--- src/rtl/dram_wbuf.sv ---
// Posted-write buffer between the DRAM arbiter and the DRAM controller: a small
// FIFO of writes drained in order, with one read held until the writes ahead of it reach DRAM.
// Optional read forwarding from buffered full-word writes: define DRAM_WBUF_FORWARD_EN.
module dram_wbuf #(
  parameter int MEM_SCALE = 27,
  parameter int DEPTH_LOG = 2
) (
  input  logic                 clk,
  input  logic                 rst,
  input  logic                 up_oe,
  input  logic [MEM_SCALE-1:0] up_addr,
  input  logic [31:0]          up_wdata,
  input  logic [3:0]           up_we,
  output logic [31:0]          up_rdata,
  output logic                 up_valid,
  output logic                 up_written,
  output logic                 up_busy,
  output logic                 dn_oe,
  output logic [MEM_SCALE-1:0] dn_addr,
  output logic [31:0]          dn_wdata,
  output logic [3:0]           dn_we,
  input  logic [31:0]          dn_rdata,
  input  logic                 dn_valid,
  input  logic                 dn_written
);

  localparam int DEPTH = 1 << DEPTH_LOG;
  localparam logic [DEPTH_LOG:0] PTR_ONE = 1;

  typedef enum logic [1:0] {IDLE, WR_WAIT, RD_WAIT} state_t;

  state_t state_q, state_d;

  logic [MEM_SCALE-1:0] addrMem_q [DEPTH];
  logic [31:0]          dataMem_q [DEPTH];
  logic [3:0]           weMem_q   [DEPTH];
  logic [DEPTH_LOG:0]   wptr_q, rptr_q;

  logic                 rdPend_q;
  logic [MEM_SCALE-1:0] rdAddr_q;
  logic                 upWritten_q, upValid_q;
  logic [31:0]          upRdata_q;
  logic                 dnOe_q;
  logic [MEM_SCALE-1:0] dnAddr_q;
  logic [31:0]          dnWdata_q;
  logic [3:0]           dnWe_q;

  logic                 full, empty, busy;
  logic                 acceptWr, acceptRd;
  logic [MEM_SCALE-1:0] wordAddr;
  logic                 issueWr, issueRd, pop, rdDone;
  logic                 fwdHit;
  logic [31:0]          fwdData;

  assign full  = (wptr_q[DEPTH_LOG] != rptr_q[DEPTH_LOG]) &&
                 (wptr_q[DEPTH_LOG-1:0] == rptr_q[DEPTH_LOG-1:0]);
  assign empty = (wptr_q == rptr_q);
  // Busy depends only on registered state so the arbiter never sees a loop through up_oe.
  assign busy  = full | rdPend_q;

  assign wordAddr = up_addr & ~MEM_SCALE'(3);
  assign acceptWr = up_oe & ~busy & (up_we != 4'h0);
  assign acceptRd = up_oe & ~busy & (up_we == 4'h0);

`ifdef DRAM_WBUF_FORWARD_EN
  logic [DEPTH_LOG:0] occ;

  // Walk oldest to youngest so the youngest matching entry decides the outcome.
  always_comb begin
    fwdHit  = 1'b0;
    fwdData = '0;
    occ     = wptr_q - rptr_q;
    for (int k = 0; k < DEPTH; k++) begin
      if (((DEPTH_LOG+1)'(k) < occ) &&
          (addrMem_q[rptr_q[DEPTH_LOG-1:0] + DEPTH_LOG'(k)] == wordAddr)) begin
        fwdHit  = (weMem_q[rptr_q[DEPTH_LOG-1:0] + DEPTH_LOG'(k)] == 4'hF);
        fwdData = dataMem_q[rptr_q[DEPTH_LOG-1:0] + DEPTH_LOG'(k)];
      end
    end
  end
`else
  assign fwdHit  = 1'b0;
  assign fwdData = '0;
`endif

  always_comb begin
    state_d = state_q;
    issueWr = 1'b0;
    issueRd = 1'b0;
    pop     = 1'b0;
    rdDone  = 1'b0;
    case (state_q)
      IDLE: begin
        if (!empty) begin
          issueWr = 1'b1;
          state_d = WR_WAIT;
        end else if (rdPend_q) begin
          issueRd = 1'b1;
          state_d = RD_WAIT;
        end
      end
      WR_WAIT: begin
        if (dn_written) begin
          pop     = 1'b1;
          state_d = IDLE;
        end
      end
      RD_WAIT: begin
        if (dn_valid) begin
          rdDone  = 1'b1;
          state_d = IDLE;
        end
      end
      default: state_d = IDLE;
    endcase
  end

  always_ff @(posedge clk or posedge rst) begin
    if (rst) begin
      state_q     <= IDLE;
      wptr_q      <= '0;
      rptr_q      <= '0;
      rdPend_q    <= 1'b0;
      rdAddr_q    <= '0;
      upWritten_q <= 1'b0;
      upValid_q   <= 1'b0;
      upRdata_q   <= '0;
      dnOe_q      <= 1'b0;
      dnAddr_q    <= '0;
      dnWdata_q   <= '0;
      dnWe_q      <= '0;
    end else begin
      state_q     <= state_d;
      upWritten_q <= acceptWr;
      upValid_q   <= rdDone | (acceptRd & fwdHit);
      dnOe_q      <= issueWr | issueRd;
      if (acceptWr) wptr_q <= wptr_q + PTR_ONE;
      if (pop)      rptr_q <= rptr_q + PTR_ONE;
      if (rdDone) begin
        upRdata_q <= dn_rdata;
      end else if (acceptRd & fwdHit) begin
        upRdata_q <= fwdData;
      end
      if (acceptRd & ~fwdHit) begin
        rdPend_q <= 1'b1;
        rdAddr_q <= wordAddr;
      end else if (rdDone) begin
        rdPend_q <= 1'b0;
      end
      // Request fields are loaded only at issue, so they hold until the response.
      if (issueWr) begin
        dnAddr_q  <= addrMem_q[rptr_q[DEPTH_LOG-1:0]];
        dnWdata_q <= dataMem_q[rptr_q[DEPTH_LOG-1:0]];
        dnWe_q    <= weMem_q[rptr_q[DEPTH_LOG-1:0]];
      end else if (issueRd) begin
        dnAddr_q  <= rdAddr_q;
        dnWdata_q <= '0;
        dnWe_q    <= '0;
      end
    end
  end

  always_ff @(posedge clk) begin
    if (acceptWr) begin
      addrMem_q[wptr_q[DEPTH_LOG-1:0]] <= wordAddr;
      dataMem_q[wptr_q[DEPTH_LOG-1:0]] <= up_wdata;
      weMem_q[wptr_q[DEPTH_LOG-1:0]]   <= up_we;
    end
  end

  assign up_rdata   = upRdata_q;
  assign up_valid   = upValid_q;
  assign up_written = upWritten_q;
  assign up_busy    = busy;
  assign dn_oe      = dnOe_q;
  assign dn_addr    = dnAddr_q;
  assign dn_wdata   = dnWdata_q;
  assign dn_we      = dnWe_q;

endmodule

--- config.mk ---
export PLATFORM = sky130hd
export DESIGN_NAME = dram_wbuf
export DESIGN_NICKNAME = d
export VERILOG_FILES = /design/src/rtl/dram_wbuf.sv
export SDC_FILE = /design/constraint.sdc
export NUM_CORES = 1
export LEC_CHECK = 0
export BUFFER_PORTS_ARGS = -buffer_cell sky130_fd_sc_hd__buf_2
export CORE_ASPECT_RATIO = 0.5
export CORE_MARGIN = 1
export CORE_UTILIZATION = 55
export DETAILED_ROUTE_END_ITERATION = 8
export PLACE_DENSITY = 0.77
export SYNTH_ARGS = -nofsm -noshare
export SYNTH_HDL_FRONTEND = slang
export SYNTH_SLANG_ARGS = --single-unit
export TNS_END_PERCENT = 20
--- constraint.sdc ---
create_clock -name clk -period 7.3 [get_ports clk]
set_input_delay 1.46 -clock clk [delete_from_list [all_inputs] [get_ports clk]]
set_output_delay 1.46 -clock clk [all_outputs]
set_load 0.005 [all_outputs]
==> metrics.txt <==
# TYPE chip_impl_metric gauge
chip_impl_metric{name="holdPathStages",unit=""} 2
chip_impl_metric{name="n_fill_cell",unit=""} 1678
chip_impl_metric{name="cts_sinks",unit=""} 374
chip_impl_metric{name="pwr-share-comb",unit="%"} 28.5
chip_impl_metric{name="grt_antenna_before_repair",unit=""} 2
chip_impl_info{name="synthFlopType",value="edfxtp_1"} 1
chip_impl_metric{name="finalMaxSlewViolations",unit=""} 0
chip_impl_metric{name="via_count",unit=""} 7291
chip_impl_metric{name="placement.io_buffers",unit=""} 194
chip_impl_metric{name="avgRoutedWirePerCell",unit="µm"} 21.1
chip_impl_metric{name="finalNonFillerCells",unit=""} 1293
chip_impl_info{name="root_buffer",value="clkbuf_16"} 1
chip_impl_info{name="layout_common_cells",value="edfxtp_1 (244), buf_2 (194), dfrtp_1 (128)"} 1
chip_impl_metric{name="postRouteAntennaNets",unit=""} 0
chip_impl_metric{name="area.sequential",unit="µm²"} 10600
chip_impl_metric{name="vdd_drop_max",unit="mV"} 0.248
chip_impl_metric{name="synth_seq_cells",unit=""} 374
chip_impl_metric{name="synth_seq_area_share",unit="%"} 76.3
chip_impl_metric{name="async_reset_ff_share",unit="%"} 34.8
chip_impl_metric{name="pwr_density_cell",unit="nW/µm²"} 428
chip_impl_metric{name="via_count_of_the_first_global_routing_pass",unit=""} 7480
chip_impl_info{name="rsz0062_at_grt",value="no"} 1
chip_impl_metric{name="layout.cell_area.non_filler",unit="µm²"} 16200
chip_impl_metric{name="top_level_ports",unit=""} 199
chip_impl_metric{name="peak_fanout_along_the_critical_path",unit=""} 64
chip_impl_metric{name="dpl-instance-area",unit="µm²"} 15100
chip_impl_metric{name="p_seq_share",unit="%"} 46.8
chip_impl_info{name="classification_of_the_worst_slack_hold_path",value="reg -> reg"} 1
chip_impl_metric{name="synthesis.yosys.warnings",unit=""} 0
chip_impl_metric{name="synth_cell_types",unit=""} 35
chip_impl_metric{name="min_period_over_period",unit="%"} 51.4
chip_impl_metric{name="syn-cell-area",unit="µm²"} 13900
chip_impl_metric{name="total_power",unit="mW"} 6.94
chip_impl_metric{name="hold_violations",unit=""} 0
chip_impl_metric{name="hold_fix_buffers_at_cts",unit=""} 0
chip_impl_metric{name="detail_route.vias_per_cell",unit=""} 5.64
chip_impl_metric{name="die_h",unit="µm"} 114
chip_impl_metric{name="fp.dieArea",unit="µm²"} 25900
chip_impl_metric{name="swShare",unit="%"} 30.3
chip_impl_metric{name="required",unit="ns"} 5.84
chip_impl_metric{name="gp_congestion",unit=""} 0.822
chip_impl_metric{name="floorplan.core_area",unit="µm²"} 24400
chip_impl_metric{name="htree_levels",unit=""} 2
chip_impl_metric{name="maxCapViolCount",unit=""} 0
chip_impl_metric{name="fin_nets",unit=""} 1034
chip_impl_metric{name="post_cts.resized_instances",unit=""} 0
chip_impl_metric{name="global_route.overflow_total",unit=""} 0
chip_impl_info{name="tritoncts",value="built"} 1
chip_impl_metric{name="area_occupied_by_multi_input_gates",unit="µm²"} 3080
chip_impl_metric{name="initial_utilization",unit="%"} 56.9
chip_impl_metric{name="finalWirelength",unit="mm"} 27.3
chip_impl_metric{name="max-clock-path-buffers",unit=""} 3
chip_impl_metric{name="cts_inserted_buffers",unit=""} 34
chip_impl_metric{name="area.growth.synth_to_final",unit="%"} 16.9
chip_impl_metric{name="fin_crit",unit="ns"} 3.75
chip_impl_info{name="status",value="finished, final reports clean"} 1
chip_impl_metric{name="dieWidth",unit="µm"} 227
chip_impl_metric{name="grt_start_max_net_pins",unit=""} 71
chip_impl_metric{name="arrival",unit="ns"} 2.29
chip_impl_metric{name="std_cell_rows",unit=""} 40
chip_impl_metric{name="worst_r2r_path_depth",unit=""} 3
chip_impl_metric{name="worst_pin_slew",unit="ns"} 1.02
chip_impl_metric{name="layout_cells_sized_above_1",unit="%"} 36.6
chip_impl_metric{name="leakage",unit="nW"} 6.42
chip_impl_metric{name="clkSlewWorstSetupHoldPaths",unit="ns"} 0.06
chip_impl_info{name="worstSetupPathType",value="reg -> out"} 1
chip_impl_metric{name="clk-insertion-delay-late",unit="ns"} 0.52
chip_impl_metric{name="drc",unit=""} 0
chip_impl_metric{name="dp.cells",unit=""} 1229
chip_impl_metric{name="clock_skew",unit="ns"} 0.0261
chip_impl_metric{name="relSlewSlack",unit="%"} 32.3
chip_impl_info{name="mostFrequentLayoutCell",value="edfxtp_1"} 1
chip_impl_metric{name="synth_edf_count",unit=""} 244
chip_impl_metric{name="totalNegativeSetupSlack",unit="ns"} 0
chip_impl_metric{name="internal_power_summed_over_all_cells",unit="mW"} 4.84
chip_impl_metric{name="timing.fmax",unit="MHz"} 267
chip_impl_metric{name="power.share.clock",unit="%"} 24.7
chip_impl_metric{name="p_sw",unit="mW"} 2.10
chip_impl_metric{name="final-setup-viol-count",unit=""} 0
chip_impl_metric{name="synthesis.instances",unit=""} 731
chip_impl_info{name="endpoint_kind",value="output port"} 1
chip_impl_info{name="start_kind",value="register"} 1
chip_impl_metric{name="postSynthAreaPerCell",unit="µm²"} 19.0
chip_impl_metric{name="grt_first_pass_wirelength",unit="mm"} 41.9
chip_impl_metric{name="first_pass_iters",unit=""} 4
chip_impl_metric{name="cts.repair_timing.setup_buffer_count",unit=""} 0
chip_impl_metric{name="hpwlAfterDp",unit="mm"} 15.0
chip_impl_metric{name="detail_route.iter0.violations",unit=""} 545
chip_impl_metric{name="grt_usage",unit="%"} 21.6
cells in the mapped netlist, types with 2 or more instances:
cell type	n	area share [%]
a22o_1	36	2.3
a2bb2oi_1	25	1.6
and2_1	4	0.18
buf_2	16	0.58
buf_4	4	0.22
buf_6	3	0.24
clkbuf_1	17	0.46
dfrtp_1	130	23
edfxtp_1	244	53
ha_1	5	0.45
inv_1	4	0.11
mux2_2	27	2.2
mux4_2	61	9.9
nand2_1	101	2.7
nand2b_1	2	0.090
nand3_1	2	0.072
nor2_1	3	0.081
o22ai_1	25	1.1
xnor2_1	3	0.19
xnor2_2	2	0.23
xor2_1	3	0.19
sequential cells by signal (all words and copies together) (netlist names):
register,count
dn_we,4
wptr_q,3
dn_wdata,32
dn_oe,1
state_q,2
rdAddr_q,25
up_written,1
addrMem_q,100
rdPend_q,1
dn_addr,25
dataMem_q,128
up_rdata,32
up_valid,1
weMem_q,16
rptr_q,3
area by class of cell:
type | instances | share of cell area [%]
sequential | 374 | 65.3
multi-input combinational | 312 | 19.0
timing repair buffer | 202 | 6.36
clock buffer | 46 | 5.65
tap | 336 | 2.59
clock inverter | 16 | 0.934
inverter | 5 | 0.147
antenna | 2 | 0.0309
metrics by stage:
step                util, %  setup slack (ns)  hold WS [ns]
floorplan                 -              2.37         0.470
global placement       62.1              3.63         0.452
detailed placement     62.1              3.61         0.457
CTS                    66.5              3.51         0.473
global route           66.5              3.43         0.494
finish                 66.5              3.55         0.469
power groups by stage:
stage	clock, mW	combinational, mW	sequential, mW
6_report	1.71	1.98	3.24
5_1_grt	1.83	2.14	3.31
4_1_cts	1.75	2.01	3.25
3_5_place_dp	0	1.99	3.29
3_3_place_gp	0	1.95	3.26
2_1_floorplan	0	1.44	3.14
worst max-delay path, stage by stage (launching register included):
cell and delay [ns]:
dfrtp_4 1.10, xnor2_2 0.24, nand3_1 0.19, nand2b_1 0.10
buf_2 0.14
routing by layer:
metal | vias up | wire (µm) | global-route usage [%]
li1 | 3242 | - | -
met1 | 3824 | 11700 | 30.4
met2 | 187 | 13900 | 35.3
met3 | 36 | 1340 | 4.39
met4 | 2 | 410 | 5.68
met5 | - | 11 | 0
path summary, 6_finish.rpt:
path | endpoint | slack [ns] | start
min in group asynchronous | up_rdata[17] | 1.05 | rst
min | up_rdata[7] | 0.47 | up_rdata[7]
max | up_busy | 3.55 | rptr_q[1]
max reg2reg | addrMem_q[2][17] | 4.09 | rptr_q[1]
min reg2reg | up_rdata[7] | 0.47 | up_rdata[7]
max in group asynchronous | rptr_q[1] | 4.83 | rst
cells by family (layout without fill, tap and decap cells):
group,count (synthesis),count (layout),share of synthesized area (%)
compound gates,90,90,5.29
xor+xnor,8,8,0.613
fa+ha+maj,5,5,0.451
buf+inv,46,269,1.66
flops,374,374,76.3
mux,88,88,12.1
other cells,1,4,0.0270
simple gates,119,119,3.59
Note: power is estimated with default switching activity, not from simulation.
